<file path="src/rtl/mem_bus_arbiter.sv">
// N-channel valid/ready arbiter in front of a single memory slave, one transaction outstanding.
// Define MEM_BUS_ARB_RR_EN for round-robin arbitration; otherwise fixed priority (lowest index wins).
module mem_bus_arbiter #(
    parameter int NCH = 2,
    parameter int AW  = 32,
    parameter int DW  = 32
) (
    input  logic                  clk,
    input  logic                  rstn,
    input  logic [NCH-1:0]        m_req_valid,
    output logic [NCH-1:0]        m_req_ready,
    input  logic [NCH*AW-1:0]     m_addr,
    input  logic [NCH-1:0]        m_wen,
    input  logic [NCH*DW-1:0]     m_wdata,
    input  logic [NCH*DW/8-1:0]   m_wmask,
    output logic [NCH-1:0]        m_resp_valid,
    input  logic [NCH-1:0]        m_resp_ready,
    output logic [DW-1:0]         m_rdata,
    output logic                  m_rerr,
    output logic                  s_req_valid,
    input  logic                  s_req_ready,
    output logic [AW-1:0]         s_addr,
    output logic                  s_wen,
    output logic [DW-1:0]         s_wdata,
    output logic [DW/8-1:0]       s_wmask,
    input  logic                  s_resp_valid,
    output logic                  s_resp_ready,
    input  logic [DW-1:0]         s_rdata,
    input  logic                  s_rerr,
    output logic [NCH-1:0]        grant
);

    localparam int IW = (NCH > 1) ? $clog2(NCH) : 1;
    localparam int MW = DW / 8;

    typedef enum logic [1:0] {
        ST_IDLE = 2'd0,
        ST_REQ  = 2'd1,
        ST_RESP = 2'd2
    } state_t;

    state_t         r_state;
    state_t         w_state_nxt;
    logic [NCH-1:0] r_grant;
    logic [NCH-1:0] w_grant_nxt;
    logic [IW-1:0]  w_win;
    logic           w_found;
    logic           w_resp_hs;
    logic [IW-1:0]  w_ptr_adv;

    function automatic logic [NCH-1:0] onehot(input logic [IW-1:0] idx);
        return NCH'(1'b1) << idx;
    endfunction

`ifdef MEM_BUS_ARB_RR_EN
    logic [IW-1:0]  r_ptr;
    logic [IW-1:0]  w_ptr_nxt;

    // Round-robin winner: channels at or above the pointer first, then wrap around.
    always_comb begin
        w_win   = '0;
        w_found = 1'b0;
        for (int i = 0; i < NCH; i++) begin
            if (!w_found && m_req_valid[i] && (IW'(i) >= r_ptr)) begin
                w_win   = IW'(i);
                w_found = 1'b1;
            end else begin
                w_found = w_found;
            end
        end
        for (int i = 0; i < NCH; i++) begin
            if (!w_found && m_req_valid[i]) begin
                w_win   = IW'(i);
                w_found = 1'b1;
            end else begin
                w_found = w_found;
            end
        end
    end
`else
    // Fixed-priority winner: lowest requesting index.
    always_comb begin
        w_win   = '0;
        w_found = 1'b0;
        for (int i = 0; i < NCH; i++) begin
            if (!w_found && m_req_valid[i]) begin
                w_win   = IW'(i);
                w_found = 1'b1;
            end else begin
                w_found = w_found;
            end
        end
    end
`endif

    // Pointer value following the currently granted channel, wrapping at NCH.
    always_comb begin
        w_ptr_adv = '0;
        for (int i = 0; i < NCH; i++) begin
            if (r_grant[i]) begin
                w_ptr_adv = IW'((i + 1) % NCH);
            end else begin
                w_ptr_adv = w_ptr_adv;
            end
        end
    end

    assign w_resp_hs = (r_state == ST_RESP) && s_resp_valid && (|(r_grant & m_resp_ready));

    // Next-state logic; the grant is locked from acceptance to the response handshake.
    always_comb begin
        w_state_nxt = r_state;
        w_grant_nxt = r_grant;
`ifdef MEM_BUS_ARB_RR_EN
        w_ptr_nxt   = r_ptr;
`endif
        case (r_state)
            ST_IDLE: begin
                if (w_found) begin
                    w_state_nxt = ST_REQ;
                    w_grant_nxt = onehot(w_win);
                end else begin
                    w_state_nxt = ST_IDLE;
                end
            end
            ST_REQ: begin
                if (s_req_ready) begin
                    w_state_nxt = ST_RESP;
                end else begin
                    w_state_nxt = ST_REQ;
                end
            end
            ST_RESP: begin
                if (w_resp_hs) begin
                    w_state_nxt = ST_IDLE;
                    w_grant_nxt = '0;
`ifdef MEM_BUS_ARB_RR_EN
                    w_ptr_nxt   = w_ptr_adv;
`endif
                end else begin
                    w_state_nxt = ST_RESP;
                end
            end
            default: begin
                w_state_nxt = ST_IDLE;
                w_grant_nxt = '0;
            end
        endcase
    end

    // State, grant and pointer registers with synchronous active-low reset.
    always_ff @(posedge clk) begin
        if (!rstn) begin
            r_state <= ST_IDLE;
            r_grant <= '0;
`ifdef MEM_BUS_ARB_RR_EN
            r_ptr   <= '0;
`endif
        end else begin
            r_state <= w_state_nxt;
            r_grant <= w_grant_nxt;
`ifdef MEM_BUS_ARB_RR_EN
            r_ptr   <= w_ptr_nxt;
`endif
        end
    end

    // Handshake pass-through and AND-OR mux of the granted channel; all zero without a grant.
    always_comb begin
        m_req_ready  = '0;
        m_resp_valid = '0;
        m_rdata      = '0;
        m_rerr       = 1'b0;
        s_req_valid  = 1'b0;
        s_resp_ready = 1'b0;
        s_addr       = '0;
        s_wen        = 1'b0;
        s_wdata      = '0;
        s_wmask      = '0;
        for (int i = 0; i < NCH; i++) begin
            s_addr  = s_addr  | (m_addr[i*AW +: AW]  & {AW{r_grant[i]}});
            s_wen   = s_wen   | (m_wen[i]            & r_grant[i]);
            s_wdata = s_wdata | (m_wdata[i*DW +: DW] & {DW{r_grant[i]}});
            s_wmask = s_wmask | (m_wmask[i*MW +: MW] & {MW{r_grant[i]}});
        end
        if (r_state == ST_REQ) begin
            s_req_valid = 1'b1;
            m_req_ready = r_grant & {NCH{s_req_ready}};
        end else if (r_state == ST_RESP) begin
            m_resp_valid = r_grant & {NCH{s_resp_valid}};
            s_resp_ready = |(r_grant & m_resp_ready);
            m_rdata      = s_rdata;
            m_rerr       = s_rerr;
        end else begin
            s_req_valid = 1'b0;
        end
    end

    assign grant = r_grant;

endmodule

</file>
<file path="config.mk">
export PLATFORM = sky130hd
export DESIGN_NAME = mem_bus_arbiter
export DESIGN_NICKNAME = d
export VERILOG_FILES = /design/src/rtl/mem_bus_arbiter.sv
export SDC_FILE = /design/constraint.sdc
export NUM_CORES = 1
export LEC_CHECK = 0
export CAP_MARGIN = 5
export CORE_AREA = 2 2 113 115
export DETAILED_ROUTE_END_ITERATION = 6
export DIE_AREA = 0 0 115 117
export GPL_ROUTABILITY_DRIVEN = 0
export SYNTH_ARGS = -nofsm -noshare
export SYNTH_HDL_FRONTEND = slang
export SYNTH_SLANG_ARGS = --single-unit
</file>
<file path="constraint.sdc">
create_clock -name clk -period 1.6 [get_ports clk]
set_input_delay 0.32 -clock clk [delete_from_list [all_inputs] [get_ports clk]]
set_output_delay 0.32 -clock clk [all_outputs]
set_load 0.1 [all_outputs]
</file>
==> results of run 1 <==
[worst paths after layout]
kind                              start                     to  slack (ns)  cells past startpoint
setup / recovery  r_state[1]$_SDFF_PN0_             m_rdata[1]       -0.05                      4
hold / removal              s_req_ready  r_state[0]$_SDFF_PN0_        0.47                      2
setup reg to reg  grant[0]$_SDFFE_PN0P_  grant[1]$_SDFFE_PN0P_        0.43                      3
hold reg to reg   r_state[0]$_SDFF_PN0_  r_state[0]$_SDFF_PN0_        0.59                      2
[report_power, final]
part / switching [mW] / leakage (nW) / internal [mW]
combinational: 2.16 / 2.52 / 1.65
clock: 0.0667 / 0.0370 / 0.319
sequential: 0.0355 / 0.0353 / 0.112
[registers in the layout, summed over array words and instances, names as in the netlist]
name     cells
grant        2
r_state      2
[metrics by stage]
step | util | total power, mW
3_3_place_gp | 0.479 | 3.86
4_1_cts | 0.491 | 4.31
5_1_grt | 0.503 | 4.46
2_1_floorplan | - | 2.28
6_report | 0.503 | 4.34
3_5_place_dp | 0.479 | 3.88
[final cells by class]
class | count | area [um2] | area share
clock buffer | 3 | 75.1 | 0.0121
timing repair buffer | 312 | 4290 | 0.692
multi-input combinational | 126 | 1550 | 0.250
sequential | 4 | 92.6 | 0.0150
tap | 150 | 188 | 0.0303
inverter | 1 | 3.75 | 0.000606
[cell usage after synthesis]
library cell,instances,area share
a211o_1,1,0.0073
a211oi_1,1,0.0063
a21oi_1,1,0.0042
a22o_1,69,0.51
a22oi_1,1,0.0063
and2_1,25,0.13
and2_4,10,0.073
and2b_1,1,0.0063
and3_1,2,0.010
and3b_1,1,0.0073
buf_12,1,0.017
buf_2,16,0.067
buf_6,1,0.0094
clkbuf_2,2,0.0084
dfxtp_1,4,0.067
inv_1,1,0.0031
nand2_1,2,0.0063
nand2b_1,2,0.010
nand3_1,2,0.0084
nor2b_1,3,0.016
nor2b_2,1,0.0073
nor3_1,1,0.0042
o21ai_1,2,0.0084
o22ai_2,1,0.010
[kinds of logic (layout without fill, tap and decap cells)]
group / count (synthesis) / count (layout) / synth area share
AND/OR/NAND/NOR: 50 / 50 / 0.280
AO/OA/AOI/OAI: 76 / 76 / 0.548
flip-flops: 4 / 4 / 0.0669
buffers and inverters: 21 / 316 / 0.105
[worst max-delay path, stage by stage (launching register included)]
cell	delay, ns
dfxtp_2	0.33
nor2b_4	0.24
buf_6	0.18
and2_2	0.18
buf_12	0.17
[per-layer routing]
layer  vias up  wire length [um]  part of all wire  GRT usage
met2       144              5230              0.53      0.250
met4         0                46            0.0047     0.0193
met1      1139              3370              0.34      0.133
met3         2              1150              0.12     0.0515
li1       1191                 -                 -          -
met5         -                 0                 0          0
[repair_timing]
action,in CTS,in global routing
cloned,0,3
gates resized for setup,10,27
pin swaps,2,7
setup endpoints to repair,91,67
buffers inserted,4,2
hold buffers,0,0
==> summary.md, run 1 <==
| Metric | Value |
|---|---|
| Post-synthesis sequential area ratio | `0.0669` |
| Commonest non-fill, non-tap cell in the layout | `clkdlybuf4s50_1` |
| Status | `finished with violations` |
| Critical path capture point type | `primary output` |
| Hold WC Path Type | `primary input to register` |
| Antenna Nets Post-Route | `0` |
| Setup-failing EPs final | `36` |
| Slew headroom | `0.797` |
| DP HPWL | `between 8000 and 9000 um` |
| Cell area after layout | `6190 um2` |
| Period utilization | `1.03` |
| I/O pin cnt | `just under 300` |
| Detailed-route via count | `between 2000 and 2500` |
| Syn Nets | `330` |
| Max Slew Vio Count | `0` |
| Final WL | `9790 um` |
| Fraction of layout cells with a size suffix above 1 | `0.565` |
| I/O Buffers | `288` |
| Leak | `2.60 nW` |
| Clk slew on worst S/H paths | `about 0.03 ns` |
| Antenna violations before repair | `0` |
| Iteration count of the initial detailed-routing pass | `3` |
| Failing checks | `setup timing` |
| DR WL/cell | `approximately 16 um` |
| CP arrival | `around 1.3 ns` |
| Number of DRC markers in iteration 0 | `between 70 and 80` |
| Final TNS setup | `-0.683 ns` |
| Initial Util | `0.0972` |
| Num rows | `~40` |
| Setup ws final | `-0.0466 ns` |
| N_diodes | `0` |
| Syn Area/Cell | `7.92 um2` |
| Final net count | `between 600 and 700` |
| CTS tree | `done` |
| Final Skew | `around 0.0021 ns` |
| Fmax | `0.607 GHz` |
| Worst slew pin tran | `just over 0.3 ns` |
| Hold slack final | `0.472 ns` |
| Crit Path Category | `register to primary output` |
| Die X | `between 100 and 150 um` |
| Synthesized area | `between 1000 and 1500 um2` |
| CTS root buf | `clkbuf_16` |
| Total grt overflow | `0` |
| Via density | `slightly above 4` |
| Die Area | `about 13000 um2` |
| DRC viols | `0` |
| CP Launch Type | `register` |
| Largest net degree at the start of global routing | `24` |
| Min cycle time layout | `1.65 ns` |
| Chip Height | `117 um` |
| Max-cap check violation count | `0` |
| Vias in the first global route | `between 2000 and 3000` |
| Final non-filler cell total | `roughly 600` |
| Area grow syn2layout | `418%` |
| Endpoints failing hold | `0` |
| Dpl ws | `-0.0978 ns` |
| Crit path max fanout | `12` |
| First-pass GRT wire length | `~14000 um` |
| Total GRT Usage | `0.129` |
| Clk Latency, worst-skew pair | `0.22 ns` |
| Core ar. | `between 10000 and 15000 um2` |
| Most frequent cells in the layout | `clkdlybuf4s50_1 (176), buf_12 (116), a22o_4 (52)` |
| CP Data Required Time | `around 1.3 ns` |
| Peak VDD IR | `0.000379 V` |
| Htree depth | `1` |
| CTS Sinks | `4` |
| CTS max path bufs | `2` |
| Post-synthesis cell count | `~150` |
| Synth Warn # | `0` |
| DP Cell Count | `just under 600` |
| Seq cells post-synth | `4` |
| RSZ-0062 raised after global routing | `true` |
| Placed Area | `5890 um2` |
| PD cells | `around 700 nW/um2` |
| CTS buffer count | `3` |
| Synth cell types | `24` |
| Fill count | `1077` |
Power figures use the tool's default switching activity.
==> inputs of run 2 (changes only) <==
--- a/config.mk
+++ b/config.mk
@@ -6,10 +6,14 @@
 export NUM_CORES = 1
 export LEC_CHECK = 0
 export CAP_MARGIN = 5
-export CORE_AREA = 2 2 113 115
+export CELL_PAD_IN_SITES_DETAIL_PLACEMENT = 1
+export CELL_PAD_IN_SITES_GLOBAL_PLACEMENT = 1
+export CORE_AREA = 2 2 112 114
 export DETAILED_ROUTE_END_ITERATION = 6
-export DIE_AREA = 0 0 115 117
+export DIE_AREA = 0 0 114 116
+export DONT_BUFFER_PORTS = 1
 export GPL_ROUTABILITY_DRIVEN = 0
+export PLACE_DENSITY_LB_ADDON = 0.1
 export SYNTH_ARGS = -nofsm -noshare
 export SYNTH_HDL_FRONTEND = slang
 export SYNTH_SLANG_ARGS = --single-unit
==> run 2 against run 1 <==
  * The flow still finishes with violations (setup timing)
  * Clock power increased by 8.0%
  * Total power decreased by 12%
  * Die area decreased by 1.7%
  * First-iteration DRC count decreased by 38%
  * Hold slack got worse by 0.28 ns
  * Clock-buffer cell count increased by 1
  * Critical path type unchanged
  * Largest cell class unchanged
  * Highest routed layer unchanged
==> summary.md, run 2 (synthesis gave the netlist of run 1 again) <==
| Metric | Value |
|---|---|
| CTS root buf | `clkbuf_16` |
| CP peak stage delay | `0.32 ns (about the same)` |
| Final Skew | `0.00188 ns (-0.000239 ns)` |
| Antenna violations before repair | `0 (unchanged)` |
| First-pass GRT wire length | `12500 um (-7.4%)` |
| PD cells | `898 nW/um2 (+28%)` |
| Final net count | `437 (-30%)` |
| Total power | `3.83 mW (-12%)` |
| Endpoints failing hold | `0 (unchanged)` |
| Combinational share of power | `0.855 (-0.022)` |
| Largest net degree at the start of global routing | `33 (+38%)` |
| CP arrival | `1.34 ns (about the same)` |
| Htree depth | `1 (unchanged)` |
| Fraction of layout cells with a size suffix above 1 | `0.934 (+0.369)` |
| Failing checks | `setup timing` |
| Max Slew Vio Count | `0 (unchanged)` |
| Internal power | `1.63 mW (-21%)` |
| Number of DRC markers in iteration 0 | `45 (-38%)` |
| CTS tree | `done` |
| R2r setup slk | `0.31 ns (-0.12 ns)` |
| N_diodes | `0 (unchanged)` |
| Chip Height | `116 um (-0.85%)` |
| Status | `finished with violations` |
| Critical path capture point type | `primary output` |
| CTS Sinks | `4 (unchanged)` |
| CTS max path bufs | `2 (unchanged)` |
| Worst flop-to-flop path endpoint | `r_state[1]$_SDFF_PN0_` |
| Final non-filler cell total | `404 (-32%)` |
| Total grt overflow | `0 (unchanged)` |
| Hold slack final | `0.189 ns (-0.283 ns)` |
| Dpl ws | `0.152 ns (+0.250 ns)` |
| Worst slew pin tran | `0.294 ns (-0.0106 ns)` |
| Final WL | `9720 um (-0.69%)` |
| I/O pin cnt | `289 (unchanged)` |
| Peak VDD IR | `0.000287 V (-24%)` |
| I/O Buffers | `0 (-100%)` |
| Num rows | `40 (-2.4%)` |
| Slew headroom | `0.803 (+0.00666)` |
| Placed Area | `3790 um2 (-36%)` |
| DP HPWL | `7540 um (-8.8%)` |
| DP Cell Count | `385 (-34%)` |
| Iteration count of the initial detailed-routing pass | `4 (+1)` |
| Clk slew on worst S/H paths | `0.03 ns (about the same)` |
| Clk Latency, worst-skew pair | `0.23 ns (about the same)` |
| Initial Util | `0.100 (+0.00327)` |
| Via density | `4.50 (+8.3%)` |
| Slowest CP cell | `dfxtp_2` |
| CP Data Required Time | `1.28 ns (about the same)` |
| # hold bufs at CTS | `0 (unchanged)` |
| Max-cap check violation count | `0 (unchanged)` |
| Worst Setup EP | `m_resp_valid[1]` |
| Fmax | `0.601 GHz (-1.1%)` |
| Detailed-route via count | `1817 (-27%)` |
| Cell Chain, Critical Path | `nor2b_4, buf_8, buf_12, and3_4, buf_12` |
| RSZ-0062 raised after global routing | `true` |
| Clock power share | `0.109 (+0.020)` |
| Share of power burned in registers | `0.037 (+0.003)` |
| Die Area | `13200 um2 (-1.7%)` |
| CP most frequent cell | `buf_12` |
| Net Sw Frac | `0.574 (+0.0523)` |
| Cell area after layout | `4260 um2 (-31%)` |
| Most frequent cells in the layout | `buf_12 (100), a22o_4 (46), and2_4 (31)` |
| Leak | `1.81 nW (-30%)` |
| Vias in the first global route | `2021 (-19%)` |
| Hold WC Path Type | `primary input to register` |
| Area grow syn2layout | `256%` |
| CP Launch Type | `register` |
| Setup ws final | `-0.0648 ns (-0.0182 ns)` |
| Final Util | `0.358 (-0.145)` |
| Commonest non-fill, non-tap cell in the layout | `buf_12` |
| DR WL/cell | `24.1 um (+47%)` |
| Final TNS setup | `-1.51 ns (-0.829 ns)` |
| Crit path from | `r_state[1]$_SDFF_PN0_` |
| Worst flop-to-flop path startpoint | `grant[1]$_SDFFE_PN0P_` |
| R2R depth | `4 (+1)` |
| Die X | `114 um (-0.87%)` |
| Crit path max fanout | `5 (-7)` |
| Min cycle time layout | `1.66 ns (+0.0182 ns)` |
| Setup-failing EPs final | `39 (+8.3%)` |
| Period utilization | `1.04 (+0.0114)` |
| Net Switching | `2.20 mW (-3.0%)` |
| CTS buffer count | `3 (unchanged)` |
| Antenna Nets Post-Route | `0 (unchanged)` |
| Crit Path Category | `register to primary output` |
| DRC viols | `0 (unchanged)` |
| Core ar. | `11900 um2 (-3.3%)` |
| Total GRT Usage | `0.124 (-0.00465)` |
run 2: cell types whose count changed in the layout (fill, tap and decap cells not counted), moves of 2 or more:
| cell | before | now |
|---|---|---|
| buf_12 | 116 | 100 |
| and2_4 | 24 | 31 |
| clkbuf_16 | 5 | 7 |
| buf_4 | 13 | 7 |
| clkdlybuf4s50_1 | 176 | 0 |
| dlygate4sd2_1 | 2 | 0 |
| a22o_4 | 52 | 46 |
| a22o_2 | 17 | 23 |
| and2_2 | 11 | 4 |
| buf_16 | 0 | 7 |
run 2: layout make-up:
cell class | count | area (um2)
Fill cell | 1193 | 7650
Timing Repair Buffer | 122 | 2400
Multi-Input combinational cell | 126 | 1510
Tap cell | 147 | 184
Sequential cell | 4 | 92.6
Clock buffer | 4 | 78.8
Inverter | 1 | 3.75
run 2: worst max-delay path: cells and delay by family (launching register included):
| family | cells | cell delay, ns |
|---|---|---|
| buffers and inverters | 3 | 0.45 |
| AND/OR/NAND/NOR | 2 | 0.34 |
| flip-flops | 1 | 0.32 |
run 2: metal layers:
metal | up-vias | wire, um | track usage
li1 | 807 | - | -
met1 | 844 | 3290 | 0.134
met2 | 161 | 5510 | 0.251
met3 | 5 | 872 | 0.0288
met4 | 0 | 55 | 0.0146
met5 | - | 0 | 0
run 2: what timing repair did:
action | CTS | global route
buffers inserted | 3 | 3
cloned | 5 | 4
pin swaps | 10 | 46
gates resized for setup | 26 | 16
hold endpoints to repair | 0 | 0
setup endpoints to repair | 97 | 72
run 2: power by group through the flow:
stage	Combinational (mW)	Clock, mW	Sequential, mW
after floorplan	2.12	0	0.156
after global placement	3.10	0	0.128
after detailed placement	3.12	0	0.130
after CTS	3.24	0.417	0.137
after global routing	3.34	0.425	0.144
final	3.27	0.417	0.140
run 2: worst min-delay path by stage:
stage | start | end | slack (ns) | cells past startpoint
floorplan | s_req_ready | r_state[0]$_SDFF_PN0_ | 0.42 | 1
global placement | s_req_ready | r_state[0]$_SDFF_PN0_ | 0.43 | 1
detailed placement | s_req_ready | r_state[0]$_SDFF_PN0_ | 0.44 | 1
CTS | s_req_ready | r_state[0]$_SDFF_PN0_ | 0.19 | 1
global route | s_req_ready | r_state[0]$_SDFF_PN0_ | 0.20 | 1
finish | s_req_ready | r_state[0]$_SDFF_PN0_ | 0.19 | 1
==> edit 1 (settings of run 2) <==
Build with the macro `MEM_BUS_ARB_RR_EN` defined.
--- a/src/rtl/mem_bus_arbiter.sv
+++ b/src/rtl/mem_bus_arbiter.sv
@@ -2,2 +2,4 @@
 // Define MEM_BUS_ARB_RR_EN for round-robin arbitration; otherwise fixed priority (lowest index wins).
+`define MEM_BUS_ARB_RR_EN
+
 module mem_bus_arbiter #(
Function: changed (Yosys sat finds a counterexample within 10 cycles, from zero or initial values and one cycle with rstn low).
==> edit 1 against run 2 <==
- the run still ends with negative setup slack left
- clock skew fell by 0.69 ps
- hold slack barely moved
- die area did not move
- sequential share of layout area rose by 0.27 points
- register-to-register slack got worse by 100 ps
- sequential power rose by 20%
- sequential cell count rose by 1
- area after synthesis rose by 2.2%
- final area rose by 8.3%
- total power rose by 3.9%
- setup slack improved by 6.0 ps
- wire length rose by 0.16%
- global-route usage rose by 0.72 points
==> edit 1: results (changes against run 2) <==
pwr:
  p_leak_uw: 0.00200  # +11%
  vdd_drop_max_v: 0.000244  # -15%
sta:
  fin_skew_ps: 1.20  # -0.686 ps
  fin_setup_tns_ps: -2060  # -546 ps
  max_slew_margin: 0.798  # -0.00561
  final_max_slew_viol_count: 0  # unchanged
  finalSetupViolCount: 73  # +87%
  final.setup.worst_slack_ps: -58.8  # +5.98 ps
global_route:
  grt_max_degree: 36  # +9.1%
  grt_use_total: 0.132  # +0.00725
  grt_pass1_vias: 2262  # +12%
  grt_pass1_wl_mm: 13.2  # +5.6%
  grt_antenna_before_repair: 0  # unchanged
synthesis:
  ys.warnings.count: 0  # unchanged
  syn_nets: 338  # +2.4%
  dominantRegCellSynth: "dfxtp_1"
  syn_inst: 159  # +5.3%
  synth_area_leaders: "a22o_1 (50%), and2_1 (18%), dfxtp_1 (8.2%)"
  seq_area_frac_synth: 0.0819  # +0.0149
  postSynth.asyncResetShare: 0  # unchanged
  yosysUniqueCellTypes: 24  # unchanged
  netlist.area_leader.share: 0.502  # -0.00369
  yosys-top-cells-count: "a22o_1 (70), and2_1 (36), buf_2 (16), dfxtp_1 (5), and3_1 (4)"
worst_setup_path:
  startpoint: "r_state[1]"
  cp_data_arrival_time_ps: 1340  # about the same
  r2r_cells: 7  # +3
  cp_max_fo: 5  # unchanged
clock_network:
  h-tree-depth: 1  # unchanged
  clock_latency_ps: 230  # about the same
  cts_max_path_buffers: 2  # unchanged
  clk_pin_slew_worst_paths_ps: 30  # about the same
  cts_buffers: 3  # unchanged
  cts_root_buffer: "clkbuf_16"
run_status:
  outcome: "finished, violations left"
  violations: "negative setup slack"
place:
  portBuffers: 0  # unchanged
  dp_hpwl_mm: 7.96  # +5.6%
  placed_cells: 403  # +4.7%
drt:
  drtIter0Drc: 53  # +18%
  post_drt_via_cell_ratio: 4.70  # +4.4%
  wl_mm: 9.74  # +0.16%
  dr.pass1.iters: 4  # unchanged
  wl_per_cell_um: 23.4  # -3.0%
min_path:
  hold_depth: 1  # unchanged
  hp-class: "in2reg"
final_layout:
  drive_gt1_frac: 0.904  # -0.0301
  diodes: 0  # unchanged
  fill_cells: 1190  # -0.25%
  nets: 450  # +3.0%
## edit 1: changes by cell type in the layout (fill, tap and decap cells not counted), moves of 2 or more
cell / before / now
and2_4: 31 / 34
buf_12: 100 / 108
a2bb2oi_1: 0 / 3
and2_2: 4 / 0
and2_1: 0 / 2
a22o_2: 23 / 0
a22o_4: 46 / 69
nand3_1: 2 / 0
and3_4: 2 / 4
## edit 1: area by class of cell
type	instances	share of cell area
sequential	5	0.0244
tap	147	0.0398
timing repair buffer	127	0.540
inverter	1	0.000813
clock buffer	4	0.0171
multi-input combinational	133	0.378
## edit 1: power breakdown
part	switching, uW	internal, uW
combinational	2090	1300
clock	92.9	331
sequential	30.2	138
total	2210	1770
## edit 1: cell families after synthesis
group	share of synthesized area
compound gates	0.581
buf+inv	0.0809
flops	0.0819
simple gates	0.256
## edit 1: final timing paths
| kind | to | slack [ps] |
|---|---|---|
| worst max-delay path | m_resp_valid[0] | -60 |
| worst min-delay path | r_state[0] | 190 |
| worst max register to register | r_ptr | 210 |
| worst min register to register | r_ptr | 560 |
## edit 1: routing by layer
layer / track usage / wire length (um)
met5: 0 / 0
met4: 0.0463 / 159
met3: 0.0455 / 1020
met2: 0.265 / 5700
met1: 0.122 / 2860
## edit 1: stage by stage
stage | total power (uW) | area (um^2) | utilization | hold slack [ps] | worst slack, ps
after floorplan | 2400 | 1980 | - | 422 | -148
after global placement | 3410 | 4270 | 0.359 | 430 | 209
after detailed placement | 3450 | 4270 | 0.359 | 439 | 171
after CTS | 3950 | 4500 | 0.378 | 194 | -76.1
after global routing | 4060 | 4620 | 0.388 | 219 | -110
final | 3980 | 4620 | 0.388 | 189 | -58.8
## edit 1: worst max-delay path, cell delays in order (launching register included)
cell	delay, ps
dfxtp_2	320
nor2b_4	160
buf_6	150
buf_12	120
and3_4	180
buf_12	170
## edit 1: repair_timing
action | 4_1_cts | 5_1_grt
cloned | 3 | 3
resized for setup | 22 | 7
pin swaps | 1 | 24
setup buffers | 2 | 3
endpoints found under the setup margin | 104 | 66
==> edit 2 (flow settings as in run 2) <==
Without the edit above. Reset style: asynchronous (`rstn`), changed in one clocked block. Comments in the files are not updated.
--- a/src/rtl/mem_bus_arbiter.sv
+++ b/src/rtl/mem_bus_arbiter.sv
@@ -151,3 +151,3 @@
     // State, grant and pointer registers with synchronous active-low reset.
-    always_ff @(posedge clk) begin
+    always_ff @(posedge clk or negedge rstn) begin
         if (!rstn) begin
Function: differs if rstn is asserted again (counterexample within 4 cycles, from zero or initial values and one cycle with rstn low); with rstn held inactive, the same outputs for 10 cycles.
==> edit 2 against run 2 <==
- the run still ends with negative setup slack left
- first-iteration DRC count fell by 51%
- setup slack worse by 120 ps
- wire length rose by 11%
- sequential cell count is the same
- count of clock-buffer cells in the layout did not move
- final area rose by 9.7%
- utilization rose by 3.5 points
- area after synthesis down 1.0%
- critical path type unchanged
Power is not shown: default switching activity piles up to over one toggle a cycle in this logic, so the estimate is an artifact.
==> edit 2: results (changes against run 2) <==
final_layout:
  drive_gt1_frac: 0.937  # +0.00272
  nets: 448  # +2.5%
sta:
  fin_skew_ps: 2.61  # +0.729 ps
  final.setup.worst_slack_ps: -187  # -122 ps
  finalSetupViolCount: 107  # +170%
place:
  dp_hpwl_mm: 8.19  # +8.7%
  postPlaceCellArea_mm2: 0.00420  # +11%
drt:
  route.met3.wl_mm: 1.14  # +31%
  wl_met2_mm: 5.71  # +3.6%
  wl_per_cell_um: 25.9  # +7.7%
  post_drt_via_cell_ratio: 4.54  # +0.99%
synthesis:
  synth_area_leaders: "a22o_1 (51%), and2_1 (17%), dfrtp_1 (8.5%)"
  postSynth.asyncResetShare: 1.00  # +1.00
  seq_area_frac_synth: 0.0846  # +0.0176
  yosysUniqueCellTypes: 20  # -17%
  yosys-top-cells-count: "a22o_1 (69), and2_1 (33), buf_2 (16)"
  dominantRegCellSynth: "dfrtp_1"
global_route:
  met2_usage: 0.258  # +0.00675
  grt_use_met3: 0.0549  # +0.0262
worst_setup_path:
  cp_max_fo: 8  # +3
  r2r_cells: 6  # +2
  slowest_stage: "dfrtp_4"
  r2r_end: "r_state[1]"
  cp_data_arrival_time_ps: 1470  # +130 ps
  rrSetupSlack_ps: 120  # -190 ps
run_status:
  outcome: "finished, violations left"
  violations: "negative setup slack"
min_path:
  min_to: "r_state[0]"
edit 2: what timing repair did:
item / 4_1_cts / 5_1_grt
pin swaps: 1 / 19
cloned: 3 / 7
gates resized for setup: 40 / 11
endpoints found under the hold margin: 4 / 0
buffers inserted: 3 / 4
hold buffers: 1 / 0
endpoints found under the setup margin: 107 / 109
edit 2: kinds of logic after synthesis:
kind of cell | after synthesis | share of synthesized area
compound gates | 75 | 0.548
simple gates | 50 | 0.262
buf+inv | 20 | 0.106
flops | 4 | 0.0846
edit 2: metrics by stage:
stage	util	hold slack, ps	TNS, ps	instances
floorplan	-	24.4	-2200	149
global placement	0.353	24.7	0	393
detailed placement	0.353	24.7	0	393
CTS	0.375	196	-14530	404
global route	0.393	194	-19230	415
finish	0.393	198	-15280	415
edit 2: layout make-up:
class / count / area, um^2
multi-input combinational: 125 / 1690
fill: 1185 / 7230
timing repair buffer: 135 / 2620
tap: 147 / 184
sequential: 4 / 108
clock buffer: 4 / 78.8
